===== config.mk =====
export PLATFORM = sky130hd
export DESIGN_NAME = draw_rect_ctl
export DESIGN_NICKNAME = d
export VERILOG_FILES = /design/src/rtl/vga_pkg.sv /design/src/rtl/edge_det.sv /design/src/rtl/draw_rect_ctl.sv
export SDC_FILE = /design/constraint.sdc
export NUM_CORES = 1
export LEC_CHECK = 0
export ABC_AREA = 1
export BUFFER_PORTS_ARGS = -buffer_cell sky130_fd_sc_hd__buf_2
export CORE_MARGIN = 5
export CORE_UTILIZATION = 45
export DETAILED_ROUTE_END_ITERATION = 8
export PLACE_DENSITY = 0.62
export RECOVER_POWER = 50
export SLEW_MARGIN = 20
export SYNTH_ARGS = -nofsm -noshare
export SYNTH_HDL_FRONTEND = slang
export SYNTH_HIERARCHICAL = 1
export SYNTH_SLANG_ARGS = --single-unit

===== constraint.sdc =====
create_clock -name clk -period 4.8 [get_ports clk]
set_input_delay 0.24 -clock clk [delete_from_list [all_inputs] [get_ports clk]]
set_output_delay 0.24 -clock clk [all_outputs]
set_load 0.02 [all_outputs]

===== src/rtl/vga_pkg.sv =====
// Shared VGA timing constants and the rectangle-controller state type.
package vga_pkg;

  localparam int unsigned HOR_PIXELS = 800;
  localparam int unsigned VER_PIXELS = 600;

  typedef enum logic [1:0] {
    IDLE,
    FALL,
    RISE,
    STOP
  } rect_ctl_state_t;

endpackage


===== src/rtl/edge_det.sv =====
// Rising-edge detector: one-cycle pulse when sig goes high, never on a level held through reset.
module edge_det (
  input  logic clk,
  input  logic rst,
  input  logic sig,
  output logic pulse
);

  logic sig_q;
  logic armed;

  // armed stays low for the first cycle after reset so a level already high is absorbed, not pulsed
  always_ff @(posedge clk or negedge rst) begin
    if (!rst) begin
      sig_q <= 1'b0;
      armed <= 1'b0;
    end else begin
      sig_q <= sig;
      armed <= 1'b1;
    end
  end

  assign pulse = armed & sig & ~sig_q;

endmodule


===== src/rtl/draw_rect_ctl.sv =====
// Bouncing-rectangle controller: tracks the mouse until clicked, then drops the
// rectangle under gravity with damped floor bounces, one step per frame tick.
module draw_rect_ctl
  import vga_pkg::*;
#(
  parameter int unsigned RECT_H  = 100,
  parameter int unsigned GRAV    = 1,
  parameter int unsigned DAMP_SH = 1
) (
  input  logic        clk,
  input  logic        rst,
  input  logic        vblnk,
  input  logic [11:0] mouse_xpos,
  input  logic [11:0] mouse_ypos,
  input  logic        mouse_left,
  output logic [11:0] xpos_rect,
  output logic [11:0] ypos_rect
);

  localparam logic [11:0] YMAX   = 12'(VER_PIXELS - RECT_H);
  localparam logic [11:0] GRAV_V = 12'(GRAV);

  rect_ctl_state_t state;
  logic [11:0]     vel;
  logic            tick;
  logic            click;

  edge_det u_tick_det (
    .clk   (clk),
    .rst   (rst),
    .sig   (vblnk),
    .pulse (tick)
  );

  edge_det u_click_det (
    .clk   (clk),
    .rst   (rst),
    .sig   (mouse_left),
    .pulse (click)
  );

  logic [12:0] y_nxt;
  logic [12:0] vel_sum;
  logic [11:0] vel_inc;
  logic [11:0] vel_damp;
  logic [11:0] y_up;
  logic [11:0] y_track;

  always_comb begin
    y_nxt    = {1'b0, ypos_rect} + {1'b0, vel};
    vel_sum  = {1'b0, vel} + {1'b0, GRAV_V};
    vel_inc  = vel_sum[12] ? '1 : vel_sum[11:0];
    vel_damp = vel >> DAMP_SH;
    y_up     = (vel > ypos_rect) ? '0 : ypos_rect - vel;
    y_track  = (mouse_ypos > YMAX) ? YMAX : mouse_ypos;
  end

  always_ff @(posedge clk or negedge rst) begin
    if (!rst) begin
      state     <= IDLE;
      xpos_rect <= '0;
      ypos_rect <= '0;
      vel       <= '0;
    end else begin
      case (state)
        IDLE: begin
          vel <= '0;
          if (click) begin
            state <= FALL;
          end else begin
            xpos_rect <= mouse_xpos;
            ypos_rect <= y_track;
          end
        end
        FALL: begin
          if (tick) begin
            if (y_nxt < {1'b0, YMAX}) begin
              ypos_rect <= y_nxt[11:0];
              vel       <= vel_inc;
            end else begin
              ypos_rect <= YMAX;
              vel       <= vel_damp;
              state     <= (vel_damp != '0) ? RISE : STOP;
            end
          end
        end
        RISE: begin
          if (tick) begin
            if (vel <= GRAV_V) begin
              vel   <= '0;
              state <= FALL;
            end else begin
              ypos_rect <= y_up;
              vel       <= vel - GRAV_V;
            end
          end
        end
        STOP: begin
          if (click) state <= IDLE;
        end
        default: state <= IDLE;
      endcase
    end
  end

endmodule


==> results summary <==
The run finished, with violations left. The checks that failed: capacitance limit, slew limit. The worst clock skew is 0.00708 ns. Max-cap violations in this run came to 1. The area growth from synthesis to layout came out at 8.54%. The number of max-slew violations in the final report is 31. Entering global routing, the biggest net connects 43 pins. The number of global-route vias before repair came to 3950. After detailed routing, the wire length on met1 is 5350 µm. Counting the fill cells in the layout gives 952.

The number of detailed-route iterations in the first pass came out at 5. The final net count came out at 730. The number of cells upsized or downsized after cts is 0.

The max-slew headroom at the worst pin is -7.08%. The leading cell type by number of instances after synthesis is sky130_fd_sc_hd__nand2_1. The average wire per standard cell came out at 14.4 µm. In the final layout, the multi-input gates occupy 2740 µm². The number of input and output port buffers inserted came out at 51. The number of register bits inferred by synthesis is 42. Counting the buffers created by CTS gives 5. Walking the worst path, the cells encountered are ha_1, inv_1, fa_1, inv_1, nand2_1, nand2_1, nand3_1, nand2_2, nand2_2, nand2_2, nor2_2, nand3_2, nand3_1, o21ai_0, inv_1, nand2_1, nand2_1. The tightest min-delay check is of the input pin to flip-flop type. In the synthesized netlist, the number of instances is 630.

The final antenna-violating net count came out at 0. The cell at the root of the clock tree is sky130_fd_sc_hd__clkbuf_8. The wire length reported by the detailed router came out at 11200 µm. The final-layout worst hold slack is 0.0510 ns. The mean area per synthesized cell came out at 6.67 µm². The core region is 9150 µm². Setup repair after global routing left no endpoint under its margin. The highest clock rate is 280 MHz. The routed wire length on met3 is 344 µm.

The die footprint is 11400 µm². The share of the yosys chip area belonging to registers is 25.0%. The final total negative setup slack is 0 ns.

sky130_fd_sc_hd__dfrtp_1 takes more of the synthesized area than any other cell. The count of cell types in the netlist is 41. At the later pin of the worst-skew pair, clock insertion delay measures 0.30 ns. The number of nets in the synthesized netlist came out at 692.

The buffer count from post-CTS setup fixing came out at 0. The fraction of layout instances using a drive strength above 1 is 14.1%. For this design the ratio of total power to cell area is 686 nW/µm².

The kind of end point of the critical path is a flip-flop. The mean number of vias per cell is 5.29. At the end of routability-driven placement, the weighted congestion stood at 0.919. The initial antenna violation count is 0. The final critical path time including I/O delays and setup is 3.57 ns. The H-tree was split into 2 levels. Dividing the final minimum period by the clock period gives 74.3%. By area the synthesized netlist is led by sky130_fd_sc_hd__dfrtp_1 25%, sky130_fd_sc_hd__nand2_1 18%, sky130_fd_sc_hd__ha_1 9.5%. The instance area after placement is 4470 µm². The sum of buffers and inverters on the critical path came out at 3.

Measured along the y axis, the die boundary spans 107 µm. The footprint of the flip-flops and latches came out at 1050 µm². The required time at the worst-slack endpoint came out at 5.01 ns.

The number of warnings issued by yosys came out at 6. 0 antenna diodes ended up in the layout. The cell type of the slowest stage on the worst timing path is sky130_fd_sc_hd__dfrtp_1. In this run the cell area of the synthesized design comes to 4200 µm². The peak ir drop on the vdd network came out at 279 µV. The width of the chip is 107 µm. The routed wire length on met2 came out at 5320 µm. For this run, the leading register cell type out of synthesis is sky130_fd_sc_hd__dfrtp_1.

The first-pass GRT wire length came out at 19100 µm. During I/O placement, the number of pins put on the boundary was 52. On the critical path the largest part of the delay comes from simple AND/OR/NAND/NOR gates. Yosys mapped a number of flops with a built-in enable equal to 0.

The cell row count came out at 35. TritonCTS built the clock tree. At the worst endpoint, the arrival time is 3.77 ns.

The hold buffer count at cts came out at 0. The count of unresolved DRC violations after routing is 0. The starting utilization of the core area came out at 45.9%. The largest driver fanout on the critical path came out at 20.

The final hold violation count came out at 0. The highest layer touched by signal routing is met4. The total routing resource utilization after global routing came out at 20.6%. The transition time of the tightest slew-check pin came out at 1.61 ns. Setup violations remaining at the end of the flow were counted as 0. The total half-perimeter wirelength after legalization and detailed placement is 8860 µm.

The residual overflow from global routing came out at 0. The iteration-0 DRC count of the detailed router is 270. The longest clock path from root to sink contains 2 buffers. The share of async-settable or async-resettable flops after synthesis is 100%.

The critical path's largest stage delay is 0.52 ns. The critical path in this run is classified as flip-flop to flip-flop. The launching element type of the critical path is a flip-flop. The post-route standard cell area excluding fillers is 4560 µm².

Counting every sink on the clock net gives 42. Summed over all cells, the static leakage comes to 2.53 nW. In the synthesized netlist, the cells that appear most often are 201 x sky130_fd_sc_hd__nand2_1, 68 x sky130_fd_sc_hd__nand3_1, 63 x sky130_fd_sc_hd__inv_1. The clock slew at the register clock pins of the worst setup and hold paths is 0.09 ns. The area share of the largest cell type after synthesis came out at 25.0%. The most numerous cell type found on the critical path is sky130_fd_sc_hd__nand2_1. The total vias in the final route came out at 4126.
## kinds of logic after synthesis
group | count (synthesis) | share of synthesized area, %
other | 2 | 0.179
AO/OA/AOI/OAI | 58 | 8.21
buffers and inverters | 95 | 9.85
adder cells (fa/ha/maj) | 34 | 10.5
multiplexers | 12 | 3.21
flip-flops | 42 | 25.0
AND/OR/NAND/NOR | 370 | 39.5
XOR/XNOR | 17 | 3.54
## routing by layer
layer  vias to the layer above  GRT usage, %
li1                       2092             -
met2                        80          34.7
met1                      1937          28.2
met4                         0          5.57
met3                        17          2.05
met5                         -             0
## area by class of cell
type | instances | share of cell area, %
repair buffers | 55 | 5.90
clock buffers | 6 | 1.81
well taps | 111 | 3.04
multi-input cells | 493 | 60.0
inverters | 71 | 5.84
flip-flops and latches | 42 | 23.0
clock inverters | 2 | 0.356
## where the power goes
group,switching (W),leakage (nW),internal (W)
Sequential,0.000135,0.527,0.000481
Clock,0.000134,0.0478,0.000119
Combinational,0.00150,1.95,0.000758
Total,0.00177,2.53,0.00136
## worst register-to-register path, delay by kind of cell, from the launching register on
family | cells | cell delay [ns]
simple gates | 11 | 1.61
compound gates | 1 | 0.35
flops | 1 | 0.52
fa+ha+maj | 2 | 0.73
buf+inv | 3 | 0.23
## state kept, by name, summed over array words and instances, names as in the netlist
name	count
vel	12
xpos_rect	12
ypos_rect	12
state	2
u_click_det/armed	1
u_click_det/sig_q	1
u_tick_det/armed	1
u_tick_det/sig_q	1
## worst paths after layout
path                       depth (start not counted)                    endpoint                startpoint  slack, ns
max in group asynchronous                          3    ypos_rect[8]$_DFFE_PN0P_                       rst       2.36
hold / removal                                     1  u_tick_det/sig_q$_DFF_PN0_                     vblnk       0.05
min in group asynchronous                          2  u_tick_det/armed$_DFF_PN0_                       rst       0.50
setup reg to reg                                  17          vel[0]$_DFFE_PN0P_        vel[0]$_DFFE_PN0P_       1.23
setup / recovery                                  17          vel[0]$_DFFE_PN0P_        vel[0]$_DFFE_PN0P_       1.23
hold reg to reg                                    1    xpos_rect[2]$_DFFE_PN0P_  xpos_rect[2]$_DFFE_PN0P_       0.51
## cells in the final DEF, fill, tap and decap left out, types with 3 or more instances in the layout
cell type and count:
sky130_fd_sc_hd__nand2_1 201, sky130_fd_sc_hd__nand3_1 68, sky130_fd_sc_hd__inv_1 63, sky130_fd_sc_hd__nor2_1 51, sky130_fd_sc_hd__dfrtp_1 42, sky130_fd_sc_hd__buf_2 39
sky130_fd_sc_hd__ha_1 32, sky130_fd_sc_hd__a21oi_1 24, sky130_fd_sc_hd__xor2_1 17, sky130_fd_sc_hd__o21ai_0 16, sky130_fd_sc_hd__clkbuf_1 13, sky130_fd_sc_hd__mux2_2 12
sky130_fd_sc_hd__nand4_1 10, sky130_fd_sc_hd__nand3_2 10, sky130_fd_sc_hd__nand2_2 7, sky130_fd_sc_hd__nor3_1 6, sky130_fd_sc_hd__nand3b_1 6, sky130_fd_sc_hd__clkbuf_8 6
sky130_fd_sc_hd__inv_2 5, sky130_fd_sc_hd__nor2_2 4, sky130_fd_sc_hd__clkinv_1 3, sky130_fd_sc_hd__o21ai_1 3
## through the flow
step / power, W / utilization, % / std cells / setup WS [ns]
3_3_place_gp: 0.00286 / 48.8 / 770 / 1.34
6_report: 0.00313 / 49.9 / 780 / 1.23
4_1_cts: 0.00314 / 49.9 / 778 / 1.23
2_1_floorplan: 0.00237 / - / 630 / 2.34
3_5_place_dp: 0.00288 / 48.8 / 770 / 1.25
5_1_grt: 0.00346 / 49.9 / 780 / 0.962
Power figures use the tool's default switching activity.
